`config.mk`:
```
export PLATFORM = sky130hd
export DESIGN_NAME = alu_issue_ctrl
export DESIGN_NICKNAME = d
export VERILOG_FILES = /design/src/rtl/alu_issue_ctrl.sv
export SDC_FILE = /design/constraint.sdc
export NUM_CORES = 1
export LEC_CHECK = 0
export CAP_MARGIN = 20
export CORE_AREA = 2 2 180 217
export CTS_CLUSTER_SIZE = 12
export DETAILED_ROUTE_END_ITERATION = 10
export DIE_AREA = 0 0 182 219
export PLACE_DENSITY = 0.83
export SLEW_MARGIN = 20
export SYNTH_ARGS = -nofsm -noshare
export SYNTH_HDL_FRONTEND = slang
export SYNTH_SLANG_ARGS = --single-unit
```
`constraint.sdc`:
```
create_clock -name clk -period 3.5 [get_ports clk]
set_input_delay 0.875 -clock clk [delete_from_list [all_inputs] [get_ports clk]]
set_output_delay 0.875 -clock clk [all_outputs]
set_load 0.01 [all_outputs]
```
`src/rtl/alu_issue_ctrl.sv`:
```
// alu_issue_ctrl: four-cycle issue controller that decodes instructions,
// feeds an external ALU from an 8-entry register file and writes results back.
module alu_issue_ctrl #(
   parameter int NREGS = 8,
   parameter int IMM_W = 16
) (
   input  logic        clk,
   input  logic        rst_n,
   input  logic        instr_valid,
   output logic        instr_ready,
   input  logic [31:0] instr,
   output logic [2:0]  ALUop,
   output logic [31:0] A,
   output logic [31:0] B,
   input  logic [31:0] Result,
   output logic        done,
   output logic [31:0] wb_data,
   output logic        illegal,
   input  logic [2:0]  dbg_addr,
   output logic [31:0] dbg_data
);

   typedef enum logic [1:0] {S_IDLE, S_DECODE, S_EXECUTE, S_WRITEBACK} state_t;

   state_t            r_state;
   state_t            w_next;
   logic [31:0]       r_ir;
   logic [31:0]       r_a;
   logic [31:0]       r_b;
   logic [31:0]       r_res;
   logic [2:0]        r_op;
   logic [31:0]       r_regs [NREGS];

   logic [3:0]        w_opcode;
   logic [2:0]        w_rd;
   logic [2:0]        w_rs1;
   logic [2:0]        w_rs2;
   logic [IMM_W-1:0]  w_imm;
   logic [2:0]        w_aluop;
   logic              w_isImm;
   logic              w_writable;
   logic              w_illegal;
   logic              w_unused;

   assign w_opcode  = r_ir[31:28];
   assign w_rd      = r_ir[27:25];
   assign w_rs1     = r_ir[24:22];
   assign w_rs2     = r_ir[21:19];
   assign w_imm     = r_ir[IMM_W-1:0];
   assign w_unused  = ^r_ir[18:16];
   assign w_illegal = (w_opcode > 4'h6);

   // Opcode decode; NOP and illegal opcodes map to ALUop 000 and never write.
   always_comb begin
      w_aluop    = 3'b000;
      w_isImm    = 1'b0;
      w_writable = 1'b0;
      case (w_opcode)
         4'h1: begin w_aluop = 3'b010; w_writable = 1'b1; end
         4'h2: begin w_aluop = 3'b011; w_writable = 1'b1; end
         4'h3: begin w_aluop = 3'b100; w_writable = 1'b1; end
         4'h4: begin w_aluop = 3'b101; w_writable = 1'b1; end
         4'h5: begin w_aluop = 3'b110; w_writable = 1'b1; w_isImm = 1'b1; end
         4'h6: begin w_aluop = 3'b111; w_writable = 1'b1; w_isImm = 1'b1; end
         default: ;
      endcase
   end

   always_comb begin
      w_next = r_state;
      case (r_state)
         S_IDLE:      if (instr_valid) w_next = S_DECODE;
         S_DECODE:    w_next = S_EXECUTE;
         S_EXECUTE:   w_next = S_WRITEBACK;
         S_WRITEBACK: w_next = S_IDLE;
         default:     w_next = S_IDLE;
      endcase
   end

   always_ff @(posedge clk or negedge rst_n) begin
      if (!rst_n) r_state <= S_IDLE;
      else        r_state <= w_next;
   end

   always_ff @(posedge clk or negedge rst_n) begin
      if (!rst_n) begin
         r_ir  <= '0;
         r_a   <= '0;
         r_b   <= '0;
         r_op  <= '0;
         r_res <= '0;
      end else begin
         case (r_state)
            S_IDLE: if (instr_valid) r_ir <= instr;
            S_DECODE: begin
               r_a  <= r_regs[w_rs1];
               r_b  <= w_isImm ? {{(32-IMM_W){1'b0}}, w_imm} : r_regs[w_rs2];
               r_op <= w_aluop;
            end
            S_EXECUTE: r_res <= w_writable ? Result : 32'h0;
            default: ;
         endcase
      end
   end

   // Entry 0 is never written, so it reads as zero without a special read path.
   always_ff @(posedge clk or negedge rst_n) begin
      if (!rst_n) begin
         for (int i = 0; i < NREGS; i++) r_regs[i] <= '0;
      end else if (r_state == S_WRITEBACK && w_writable && w_rd != 3'd0) begin
         r_regs[w_rd] <= r_res;
      end
   end

   assign instr_ready = rst_n && (r_state == S_IDLE);
   assign ALUop       = (r_state == S_EXECUTE) ? r_op : 3'b000;
   assign A           = (r_state == S_EXECUTE) ? r_a  : 32'h0;
   assign B           = (r_state == S_EXECUTE) ? r_b  : 32'h0;
   assign done        = (r_state == S_WRITEBACK);
   assign wb_data     = done ? r_res : 32'h0;
   assign illegal     = done && w_illegal;
   assign dbg_data    = r_regs[dbg_addr];

endmodule

```
==> flow_summary.html, run 1 <==
<table>
<tr><th>Metric</th><th>Value</th></tr>
<tr><th colspan="2">Status</th></tr>
<tr><td>Outcome</td><td>finished, final reports clean</td></tr>
<tr><th colspan="2">Drt</th></tr>
<tr><td>DRC violation total after the first TritonRoute iteration</td><td>roughly 1200</td></tr>
<tr><td>Post-detailed-route via-to-cell ratio</td><td>around 6.4</td></tr>
<tr><td>Detailed-router iteration count before antenna repair</td><td>7</td></tr>
<tr><td>Post-detailed-route DRC marker count</td><td>0</td></tr>
<tr><td>WL/cell</td><td>roughly 26 microns</td></tr>
<tr><td>Final antenna-violating net count</td><td>0</td></tr>
<tr><td>Wire length after detailed routing</td><td>around 53000 microns</td></tr>
<tr><td>Detailed-route via count</td><td>approximately 13000</td></tr>
<tr><th colspan="2">Synth</th></tr>
<tr><td>Most used flip-flop cell after synthesis</td><td>sky130_fd_sc_hd__dfrtp_1</td></tr>
<tr><td>Top post-synthesis cells by area</td><td>sky130_fd_sc_hd__dfrtp_1 47%, sky130_fd_sc_hd__mux4_2 21%, sky130_fd_sc_hd__mux2_2 14%</td></tr>
<tr><td>Share of the synthesized area in the top cell type</td><td>0.4695</td></tr>
<tr><td>Cells after Synth</td><td>1400</td></tr>
<tr><td>Yosys reg bits</td><td>386</td></tr>
<tr><td>Count of cell types in the netlist</td><td>37</td></tr>
<tr><td>Most common library cells after synthesis</td><td>386 x sky130_fd_sc_hd__dfrtp_1, 256 x sky130_fd_sc_hd__mux2_2, 192 x sky130_fd_sc_hd__mux4_2</td></tr>
<tr><td>Library cell occupying the most area in the post-synthesis netlist</td><td>sky130_fd_sc_hd__dfrtp_1</td></tr>
<tr><td>Proportion of register bits with asynchronous set or reset after synthesis</td><td>1.000</td></tr>
<tr><td>EDFF count, synth</td><td>0</td></tr>
<tr><td>Synth warnings</td><td>0</td></tr>
<tr><td>Mapped Area</td><td>20570 sq um</td></tr>
<tr><td>Post-synthesis sequential area ratio</td><td>0.4695</td></tr>
<tr><td>Net count after synthesis</td><td>between 1000 and 1500</td></tr>
<tr><td>Per-instance average area after synthesis</td><td>approximately 15 sq um</td></tr>
<tr><td>Most numerous cell in the Yosys netlist</td><td>sky130_fd_sc_hd__dfrtp_1</td></tr>
<tr><th colspan="2">STA</th></tr>
<tr><td>Part of the cycle the worst path needs</td><td>0.9851</td></tr>
<tr><td>Worst-Margin Slew</td><td>between 0.9 and 1 ns</td></tr>
<tr><td>Slew Limit Headroom</td><td>0.3581</td></tr>
<tr><td>Highest clock rate</td><td>a little under 300 MHz</td></tr>
<tr><td>Finish-stage setup viols</td><td>0</td></tr>
<tr><td>Number of slew-limit violations in the final report</td><td>0</td></tr>
<tr><td>Final setup TNS</td><td>0 ns</td></tr>
<tr><td>Clk_skew</td><td>0.01339 ns</td></tr>
<tr><td>Unrepaired setup endpoints after global routing</td><td>false</td></tr>
<tr><td>Final Hold Viols</td><td>0</td></tr>
<tr><td>Clock period minus final worst setup slack</td><td>about 3.4 ns</td></tr>
<tr><th colspan="2">Run</th></tr>
<tr><td>Max-cap violation count</td><td>0</td></tr>
<tr><th colspan="2">Floorplanning</th></tr>
<tr><td>Vertical die dimension</td><td>roughly 220 microns</td></tr>
<tr><td>Effective utilization at floorplan</td><td>0.5461</td></tr>
<tr><td>Number of rows created at floorplan</td><td>between 70 and 80</td></tr>
<tr><td>Top-level I/O count</td><td>between 200 and 250</td></tr>
<tr><td>Die W</td><td>approximately 180 microns</td></tr>
<tr><td>Core box area</td><td>roughly 38000 sq um</td></tr>
<tr><td>Die area</td><td>between 30000 and 40000 sq um</td></tr>
<tr><th colspan="2">Place</th></tr>
<tr><td>GPL Wtd Cong</td><td>approximately 0.84</td></tr>
<tr><td>Half-perimeter wire length after detailed placement</td><td>~32000 microns</td></tr>
<tr><td>Quantity of I/O buffers inserted on ports</td><td>200</td></tr>
<tr><td>Placed Instance Area</td><td>around 23000 sq um</td></tr>
<tr><th colspan="2">CTS</th></tr>
<tr><td>Clock network latency to the later pin of the worst-skew pair</td><td>0.55 ns</td></tr>
<tr><td>Clock edge transition at the registers on the reported setup and hold paths</td><td>about 0.060 ns</td></tr>
<tr><td>Clk sink count</td><td>around 390</td></tr>
<tr><td>Clock buffer depth</td><td>3</td></tr>
<tr><td>Num CTS Buffers</td><td>41</td></tr>
<tr><td>TritonCTS clock tree</td><td>built</td></tr>
<tr><td>Root buf cell</td><td>sky130_fd_sc_hd__clkbuf_16</td></tr>
<tr><td>Total number of H-tree levels</td><td>2</td></tr>
<tr><th colspan="2">Worst setup path</th></tr>
<tr><td>Endpoint of the lowest-slack register-to-register path</td><td>r_regs[0]$_DFFE_PN0P_</td></tr>
<tr><td>Worst stage delay on the critical path</td><td>~0.50 ns</td></tr>
<tr><td>Ordered list of cells on the worst path</td><td>buf_6 -&gt; buf_12 -&gt; mux4_2 -&gt; mux2_2 -&gt; clkdlybuf4s50_1</td></tr>
<tr><td>Critical register-to-register path startpoint</td><td>r_ir[29]$_DFFE_PN0P_</td></tr>
<tr><td>Number of cell instances on the worst register-to-register path</td><td>3</td></tr>
<tr><td>Element type at the critical path start</td><td>primary input</td></tr>
<tr><td>Critical-path maximum fanout</td><td>16</td></tr>
<tr><td>CP Launch Point</td><td>dbg_addr[0]</td></tr>
<tr><td>Required time at the endpoint of the critical path</td><td>~2.6 ns</td></tr>
<tr><td>Class of the most critical setup path</td><td>in -&gt; out</td></tr>
<tr><td>Data arrival time of the worst path</td><td>between 2 and 3 ns</td></tr>
<tr><td>Kind of end point of the critical path</td><td>output pin</td></tr>
<tr><td>Master of the slowest instance on the critical path</td><td>sky130_fd_sc_hd__mux4_2</td></tr>
<tr><td>Setup slack of the worst register-to-register path</td><td>~0.8 ns</td></tr>
<tr><td>Last element of the critical path</td><td>dbg_data[4]</td></tr>
<tr><th colspan="2">Power</th></tr>
<tr><td>Power share of the sequential group</td><td>0.406</td></tr>
<tr><td>Peak supply drop</td><td>0.6805 mV</td></tr>
<tr><td>Clock power share</td><td>0.215</td></tr>
<tr><td>Cell Pwr Density</td><td>~830 nW/um^2</td></tr>
<tr><td>Logic gate share of total power</td><td>0.379</td></tr>
<tr><td>Power spent charging and discharging nets</td><td>~0.0072 W</td></tr>
<tr><td>Leakage power total</td><td>10.95 nW</td></tr>
<tr><td>Total power</td><td>around 0.02 W</td></tr>
<tr><td>Internal power contribution</td><td>approximately 0.013 W</td></tr>
<tr><td>Net Sw Frac</td><td>0.3573</td></tr>
<tr><th colspan="2">Global route</th></tr>
<tr><td>First-pass GRT wire length</td><td>about 82000 microns</td></tr>
<tr><td>Number of global-route vias before repair</td><td>~14000</td></tr>
<tr><td>Overflow left after global routing</td><td>0</td></tr>
<tr><td>Number of antenna violations at the first check in global routing</td><td>2</td></tr>
<tr><td>Maximum number of pins on one net before global-route repair</td><td>approximately 160</td></tr>
<tr><td>Total track usage</td><td>0.2722</td></tr>
<tr><th colspan="2">Layout</th></tr>
<tr><td># diodes</td><td>0</td></tr>
<tr><td>Area growth syn-to-layout</td><td>18.88%</td></tr>
<tr><td>Fillcell total</td><td>about 2600</td></tr>
<tr><td>Layout net count</td><td>1613</td></tr>
<tr><td>Area of all placed cells without fillers</td><td>between 20000 and 25000 sq um</td></tr>
<tr><td>Fraction of layout cells with a size suffix above 1</td><td>0.3868</td></tr>
<tr><td>Final standard cell utilization of the core</td><td>0.6492</td></tr>
<tr><th colspan="2">Min path</th></tr>
<tr><td>Classification of the worst-slack hold path</td><td>in -&gt; async</td></tr>
</table>
[layout by cell type (no fill, tap or decap), types with 30 or more instances in the layout]
| cell type | synthesis | routed |
|---|---|---|
| sky130_fd_sc_hd__mux2_4 | 30 | 30 |
| sky130_fd_sc_hd__clkdlybuf4s50_1 | 0 | 182 |
| sky130_fd_sc_hd__dfrtp_1 | 386 | 380 |
| sky130_fd_sc_hd__a22o_1 | 32 | 32 |
| sky130_fd_sc_hd__mux4_2 | 192 | 192 |
| sky130_fd_sc_hd__mux2_2 | 256 | 256 |
| sky130_fd_sc_hd__a21oi_1 | 33 | 33 |
| sky130_fd_sc_hd__buf_4 | 1 | 34 |
| sky130_fd_sc_hd__clkbuf_16 | 0 | 44 |
| sky130_fd_sc_hd__mux2i_1 | 64 | 64 |
| sky130_fd_sc_hd__nor2_1 | 51 | 51 |
| sky130_fd_sc_hd__inv_1 | 37 | 36 |
| sky130_fd_sc_hd__and2_1 | 83 | 83 |
[state kept, by name, indices dropped and copies added (netlist names)]
signal / count
r_regs: 256
r_a: 32
r_b: 32
r_res: 32
r_ir: 29
r_op: 3
r_state: 2
[power groups by stage]
stage	sequential [W]	combinational, W	clock [W]
6_report	0.00824	0.00769	0.00435
5_1_grt	0.00850	0.00820	0.00461
4_1_cts	0.00820	0.00773	0.00441
3_5_place_dp	0.00826	0.00768	0
3_3_place_gp	0.00808	0.00749	0
2_1_floorplan	0.00696	0.00591	0
[cell families (layout without fill, tap and decap cells)]
family | Yosys count | count (layout) | synth area share
fa+ha+maj | 5 | 5 | 0.003041
simple gates | 175 | 175 | 0.04884
xor+xnor | 2 | 2 | 0.0008516
mux | 544 | 544 | 0.4045
buf+inv | 188 | 352 | 0.03899
flops | 386 | 386 | 0.4695
compound gates | 100 | 100 | 0.03430
[through the flow]
step	hold WS [ns]	cells	setup slack (ns)
after floorplan	0.4558	1400	0.2474
after global placement	0.3991	1965	-0.003219
after detailed placement	0.4058	1965	-0.01264
after CTS	0.1735	2034	0.001646
after global routing	0.1833	2044	0.009611
final	0.1884	2044	0.05204
[worst max-delay path, delay by kind of cell]
kind                   cells  cell delay (ns)
muxes                      2             0.82
buffers and inverters      3             0.85
[what timing repair did]
action	CTS	global route
setup endpoints to repair	17	15
hold buffers	0	0
gates cloned	0	1
gates resized for setup	7	11
setup buffers	0	9
[final cells by class]
| cell class | instances | area, sq um | share of cell area |
|---|---|---|---|
| clock inverter | 5 | 82.58 | 0.003377 |
| tap | 480 | 600.6 | 0.02456 |
| clock buffer | 64 | 1245 | 0.05091 |
| timing repair buffer | 246 | 2534 | 0.1036 |
| inverter | 37 | 141.4 | 0.005781 |
| sequential | 386 | 9677 | 0.3957 |
| multi-input combinational | 826 | 10180 | 0.4161 |
[worst min path at each step]
| stage | from | end | slack [ns] |
|---|---|---|---|
| global route | rst_n | r_regs[246]$_DFFE_PN0P_ | 0.18 |
| CTS | rst_n | r_regs[86]$_DFFE_PN0P_ | 0.17 |
| detailed placement | r_regs[250]$_DFFE_PN0P_ | r_regs[250]$_DFFE_PN0P_ | 0.41 |
| floorplan | r_b[0]$_DFFE_PN0N_ | r_b[0]$_DFFE_PN0N_ | 0.46 |
| global placement | r_regs[255]$_DFFE_PN0P_ | r_regs[255]$_DFFE_PN0P_ | 0.40 |
| finish | rst_n | r_regs[53]$_DFFE_PN0P_ | 0.19 |
[per-layer routing]
layer	GRT usage	vias up	share of wire
li1	-	5521	-
met3	0.05244	137	0.067
met4	0.1075	2	0.037
met5	0	-	0.00019
met1	0.3644	6956	0.40
met2	0.4445	564	0.50
No activity file was read; power rests on OpenSTA's default activity.
==> inputs of run 2 (changes only) <==
--- a/config.mk
+++ b/config.mk
@@ -6,11 +6,12 @@
 export NUM_CORES = 1
 export LEC_CHECK = 0
 export CAP_MARGIN = 20
-export CORE_AREA = 2 2 180 217
+export CORE_AREA = 2 2 189 228
 export CTS_CLUSTER_SIZE = 12
 export DETAILED_ROUTE_END_ITERATION = 10
-export DIE_AREA = 0 0 182 219
-export PLACE_DENSITY = 0.83
+export DIE_AREA = 0 0 191 230
+export GPL_ROUTABILITY_DRIVEN = 0
+export PLACE_DENSITY = 0.77
 export SLEW_MARGIN = 20
 export SYNTH_ARGS = -nofsm -noshare
 export SYNTH_HDL_FRONTEND = slang
==> flow_summary.html, run 2 (same netlist as run 1, synthesis figures left out) <==
<table>
<tr><th>Metric</th><th>Value</th></tr>
<tr><th colspan="2">Worst setup path</th></tr>
<tr><td>Required time at the endpoint of the critical path</td><td>2.62 ns (about the same)</td></tr>
<tr><td>Ordered list of cells on the worst path</td><td>ha_2 -&gt; buf_4 -&gt; and2_1 -&gt; clkdlybuf4s50_1 (was buf_6 -&gt; buf_12 -&gt; mux4_2 -&gt; mux2_2 -&gt; clkdlybuf4s50_1)</td></tr>
<tr><td>Data arrival time of the worst path</td><td>2.60 ns (was 2.57 ns)</td></tr>
<tr><td>Setup slack of the worst register-to-register path</td><td>0.74 ns (was 0.80 ns)</td></tr>
<tr><td>Kind of end point of the critical path</td><td>output pin (unchanged)</td></tr>
<tr><td>Worst stage delay on the critical path</td><td>0.59 ns (was 0.50 ns)</td></tr>
<tr><td>Top Family by Delay on Critical Path</td><td>buffers and inverters (unchanged)</td></tr>
<tr><td>CP Launch Point</td><td>r_state[0]$_DFFE_PN0P_ (was dbg_addr[0])</td></tr>
<tr><td>Endpoint of the lowest-slack register-to-register path</td><td>r_regs[13]$_DFFE_PN0P_ (was r_regs[0]$_DFFE_PN0P_)</td></tr>
<tr><td>Critical register-to-register path startpoint</td><td>r_state[0]$_DFFE_PN0P_ (was r_ir[29]$_DFFE_PN0P_)</td></tr>
<tr><td>WP buf/inv</td><td>2 (was 3)</td></tr>
<tr><td>Class of the most critical setup path</td><td>reg -&gt; out (was in -&gt; out)</td></tr>
<tr><td>Number of cell instances on the worst register-to-register path</td><td>4 (was 3)</td></tr>
<tr><td>Critical-path maximum fanout</td><td>21 (was 16)</td></tr>
<tr><td>Element type at the critical path start</td><td>flop (was primary input)</td></tr>
<tr><td>Master of the slowest instance on the critical path</td><td>sky130_fd_sc_hd__ha_2 (was sky130_fd_sc_hd__mux4_2)</td></tr>
<tr><th colspan="2">Power</th></tr>
<tr><td>Total power</td><td>0.02003 W (was 0.02028 W)</td></tr>
<tr><td>Cell Pwr Density</td><td>822.4 nW/um^2 (was 829.1 nW/um^2)</td></tr>
<tr><td>Leakage power total</td><td>10.97 nW (was 10.95 nW)</td></tr>
<tr><td>Internal power contribution</td><td>0.01281 W (was 0.01303 W)</td></tr>
<tr><td>Logic gate share of total power</td><td>0.384 (was 0.379)</td></tr>
<tr><td>Power share of the sequential group</td><td>0.410 (was 0.406)</td></tr>
<tr><td>Peak supply drop</td><td>0.4531 mV (was 0.6805 mV)</td></tr>
<tr><td>Clock power share</td><td>0.206 (was 0.215)</td></tr>
<tr><td>Power spent charging and discharging nets</td><td>0.007220 W (was 0.007245 W)</td></tr>
<tr><td>Net Sw Frac</td><td>0.3605 (was 0.3573)</td></tr>
<tr><th colspan="2">Min path</th></tr>
<tr><td>Worst hold start</td><td>r_regs[244]$_DFFE_PN0P_</td></tr>
<tr><td>Hold path depth</td><td>0</td></tr>
<tr><td>Classification of the worst-slack hold path</td><td>reg -&gt; reg (was in -&gt; async)</td></tr>
<tr><td>Endpoint of the worst hold path</td><td>r_regs[244]$_DFFE_PN0P_</td></tr>
<tr><th colspan="2">STA</th></tr>
<tr><td>Number of slew-limit violations in the final report</td><td>0 (unchanged)</td></tr>
<tr><td>Finish-stage setup viols</td><td>0 (unchanged)</td></tr>
<tr><td>Final Hold Viols</td><td>0 (unchanged)</td></tr>
<tr><td>Highest clock rate</td><td>287.8 MHz (was 290.0 MHz)</td></tr>
<tr><td>Part of the cycle the worst path needs</td><td>0.9927 (was 0.9851)</td></tr>
<tr><td>Clk_skew</td><td>0.02618 ns (was 0.01339 ns)</td></tr>
<tr><td>Clock period minus final worst setup slack</td><td>3.474 ns (was 3.448 ns)</td></tr>
<tr><td>Post-route worst hold slack</td><td>0.4191 ns (was 0.1884 ns)</td></tr>
<tr><td>Slew Limit Headroom</td><td>0.2506 (was 0.3581)</td></tr>
<tr><td>Unrepaired setup endpoints after global routing</td><td>true (was false)</td></tr>
<tr><td>Worst-Margin Slew</td><td>1.124 ns (was 0.9628 ns)</td></tr>
<tr><th colspan="2">Drt</th></tr>
<tr><td>Final antenna-violating net count</td><td>0 (unchanged)</td></tr>
<tr><td>Wire length after detailed routing</td><td>53990 microns (was 53480 microns)</td></tr>
<tr><td>WL/cell</td><td>25.71 microns (was 26.16 microns)</td></tr>
<tr><td>Detailed-route via count</td><td>13010 (was 13180)</td></tr>
<tr><td>Post-detailed-route via-to-cell ratio</td><td>6.197 (was 6.448)</td></tr>
<tr><td>DRC violation total after the first TritonRoute iteration</td><td>967 (was 1158)</td></tr>
<tr><td>Post-detailed-route DRC marker count</td><td>0 (unchanged)</td></tr>
<tr><td>Detailed-router iteration count before antenna repair</td><td>5 (was 7)</td></tr>
<tr><th colspan="2">CTS</th></tr>
<tr><td>Num CTS Buffers</td><td>41 (unchanged)</td></tr>
<tr><td>Post-CTS Resized</td><td>14 (was 7)</td></tr>
<tr><td>Clock buffer depth</td><td>3 (unchanged)</td></tr>
<tr><td>Clock network latency to the later pin of the worst-skew pair</td><td>0.55 ns (about the same)</td></tr>
<tr><td>Post-CTS setup buffer count</td><td>0 (unchanged)</td></tr>
<tr><td>Total number of H-tree levels</td><td>2 (unchanged)</td></tr>
<tr><td>Clk sink count</td><td>386 (unchanged)</td></tr>
<tr><td>Number of hold-repair buffers added at the cts stage</td><td>0 (unchanged)</td></tr>
<tr><td>Root buf cell</td><td>sky130_fd_sc_hd__clkbuf_16 (unchanged)</td></tr>
<tr><td>Clock edge transition at the registers on the reported setup and hold paths</td><td>0.06 ns (about the same)</td></tr>
<tr><td>TritonCTS clock tree</td><td>built (unchanged)</td></tr>
<tr><th colspan="2">Floorplanning</th></tr>
<tr><td>Die area</td><td>43930 sq um (was 39860 sq um)</td></tr>
<tr><td>Effective utilization at floorplan</td><td>0.4951 (was 0.5461)</td></tr>
<tr><td>Top-level I/O count</td><td>204 (unchanged)</td></tr>
<tr><td>Number of rows created at floorplan</td><td>82 (was 78)</td></tr>
<tr><td>Die W</td><td>191 microns (was 182 microns)</td></tr>
<tr><td>Vertical die dimension</td><td>230 microns (was 219 microns)</td></tr>
<tr><td>Core box area</td><td>41550 sq um (was 37670 sq um)</td></tr>
<tr><th colspan="2">Place</th></tr>
<tr><td>Placed Instance Area</td><td>23050 sq um (was 22980 sq um)</td></tr>
<tr><td>Quantity of I/O buffers inserted on ports</td><td>200 (unchanged)</td></tr>
<tr><td>Placed cell count</td><td>2031 (was 1965)</td></tr>
<tr><td>Half-perimeter wire length after detailed placement</td><td>32720 microns (was 32090 microns)</td></tr>
<tr><th colspan="2">Layout</th></tr>
<tr><td>Layout net count</td><td>1603 (was 1613)</td></tr>
<tr><td>Non-filler instance count after layout</td><td>2100 (was 2044)</td></tr>
<tr><td>Commonest cells after routing, fill and taps aside</td><td>380 x sky130_fd_sc_hd__dfrtp_1, 256 x sky130_fd_sc_hd__mux2_2, 192 x sky130_fd_sc_hd__mux4_2 (unchanged)</td></tr>
<tr><td>Fraction of layout cells with a size suffix above 1</td><td>0.3803 (was 0.3868)</td></tr>
<tr><td>Flip-flop count of the largest register after layout</td><td>256 (unchanged)</td></tr>
<tr><td>Area of all placed cells without fillers</td><td>24350 sq um (was 24460 sq um)</td></tr>
<tr><td>Biggest register</td><td>r_regs (unchanged)</td></tr>
<tr><td>Most common cell after layout, fill and taps aside</td><td>sky130_fd_sc_hd__dfrtp_1 (unchanged)</td></tr>
<tr><td>Area growth syn-to-layout</td><td>18.38% (was 18.88%)</td></tr>
<tr><td>Final standard cell utilization of the core</td><td>0.5861 (was 0.6492)</td></tr>
<tr><td># diodes</td><td>0 (unchanged)</td></tr>
<tr><th colspan="2">Global route</th></tr>
<tr><td>Number of antenna violations at the first check in global routing</td><td>1 (was 2)</td></tr>
<tr><td>Overflow left after global routing</td><td>0 (unchanged)</td></tr>
<tr><td>Number of global-route vias before repair</td><td>13760 (was 13920)</td></tr>
<tr><td>First-pass GRT wire length</td><td>83500 microns (was 82430 microns)</td></tr>
<tr><td>Maximum number of pins on one net before global-route repair</td><td>184 (was 163)</td></tr>
<tr><td>Total track usage</td><td>0.2506 (was 0.2722)</td></tr>
<tr><th colspan="2">Run</th></tr>
<tr><td>Max-cap violation count</td><td>0 (unchanged)</td></tr>
<tr><th colspan="2">Status</th></tr>
<tr><td>Outcome</td><td>finished, final reports clean (unchanged)</td></tr>
</table>
## run 2: how the worst max path moves through the flow
stage                     cells past startpoint  slack [ns]      endpoint
after floorplan                               4        0.25  dbg_data[10]
after global placement                        5       -0.03  dbg_data[13]
after detailed placement                      5       -0.04  dbg_data[14]
after CTS                                     5       -0.06         A[31]
after global routing                          4       -0.03   wb_data[16]
final                                         4        0.03   wb_data[16]
## run 2: per-stage QoR
step / TNS [ns] / setup WS [ns]
after detailed placement: -0.1532 / -0.04043
after floorplan: 0 / 0.2474
after global routing: -0.03545 / -0.03090
final: 0 / 0.02555
after global placement: -0.08382 / -0.02964
after CTS: -0.4473 / -0.06387
## run 2: power by group through the flow
stage	clock network (W)	registers [W]	logic [W]
floorplan	0	0.00696	0.00591
global placement	0	0.00809	0.00756
detailed placement	0	0.00824	0.00773
CTS	0.00421	0.00816	0.00776
global route	0.00438	0.00847	0.00822
finish	0.00412	0.00821	0.00770
## run 2: final cells by class
type	count	area, sq um
Fill cell	3237	17200
Multi-Input combinational cell	826	10180
Clock buffer	65	1219
Sequential cell	386	9677
Inverter	37	141.4
Timing Repair Buffer	236	2431
Tap cell	546	683.2
Clock inverter	4	26.28
## run 2: routing by layer
metal / vias to the layer above / share of wire / GRT usage
met2: 466 / 0.49 / 0.4081
met3: 87 / 0.052 / 0.03556
met1: 6939 / 0.43 / 0.3485
met5: - / 0 / 0
met4: 0 / 0.026 / 0.08188
li1: 5521 / - / -
## run 2: worst reg2reg max path, stage by stage (launching register included)
cell and delay (ns):
sky130_fd_sc_hd__dfrtp_1 0.42, sky130_fd_sc_hd__ha_2 0.59, sky130_fd_sc_hd__nand4b_1 0.26, sky130_fd_sc_hd__or4b_4 0.93
sky130_fd_sc_hd__mux2_4 0.47
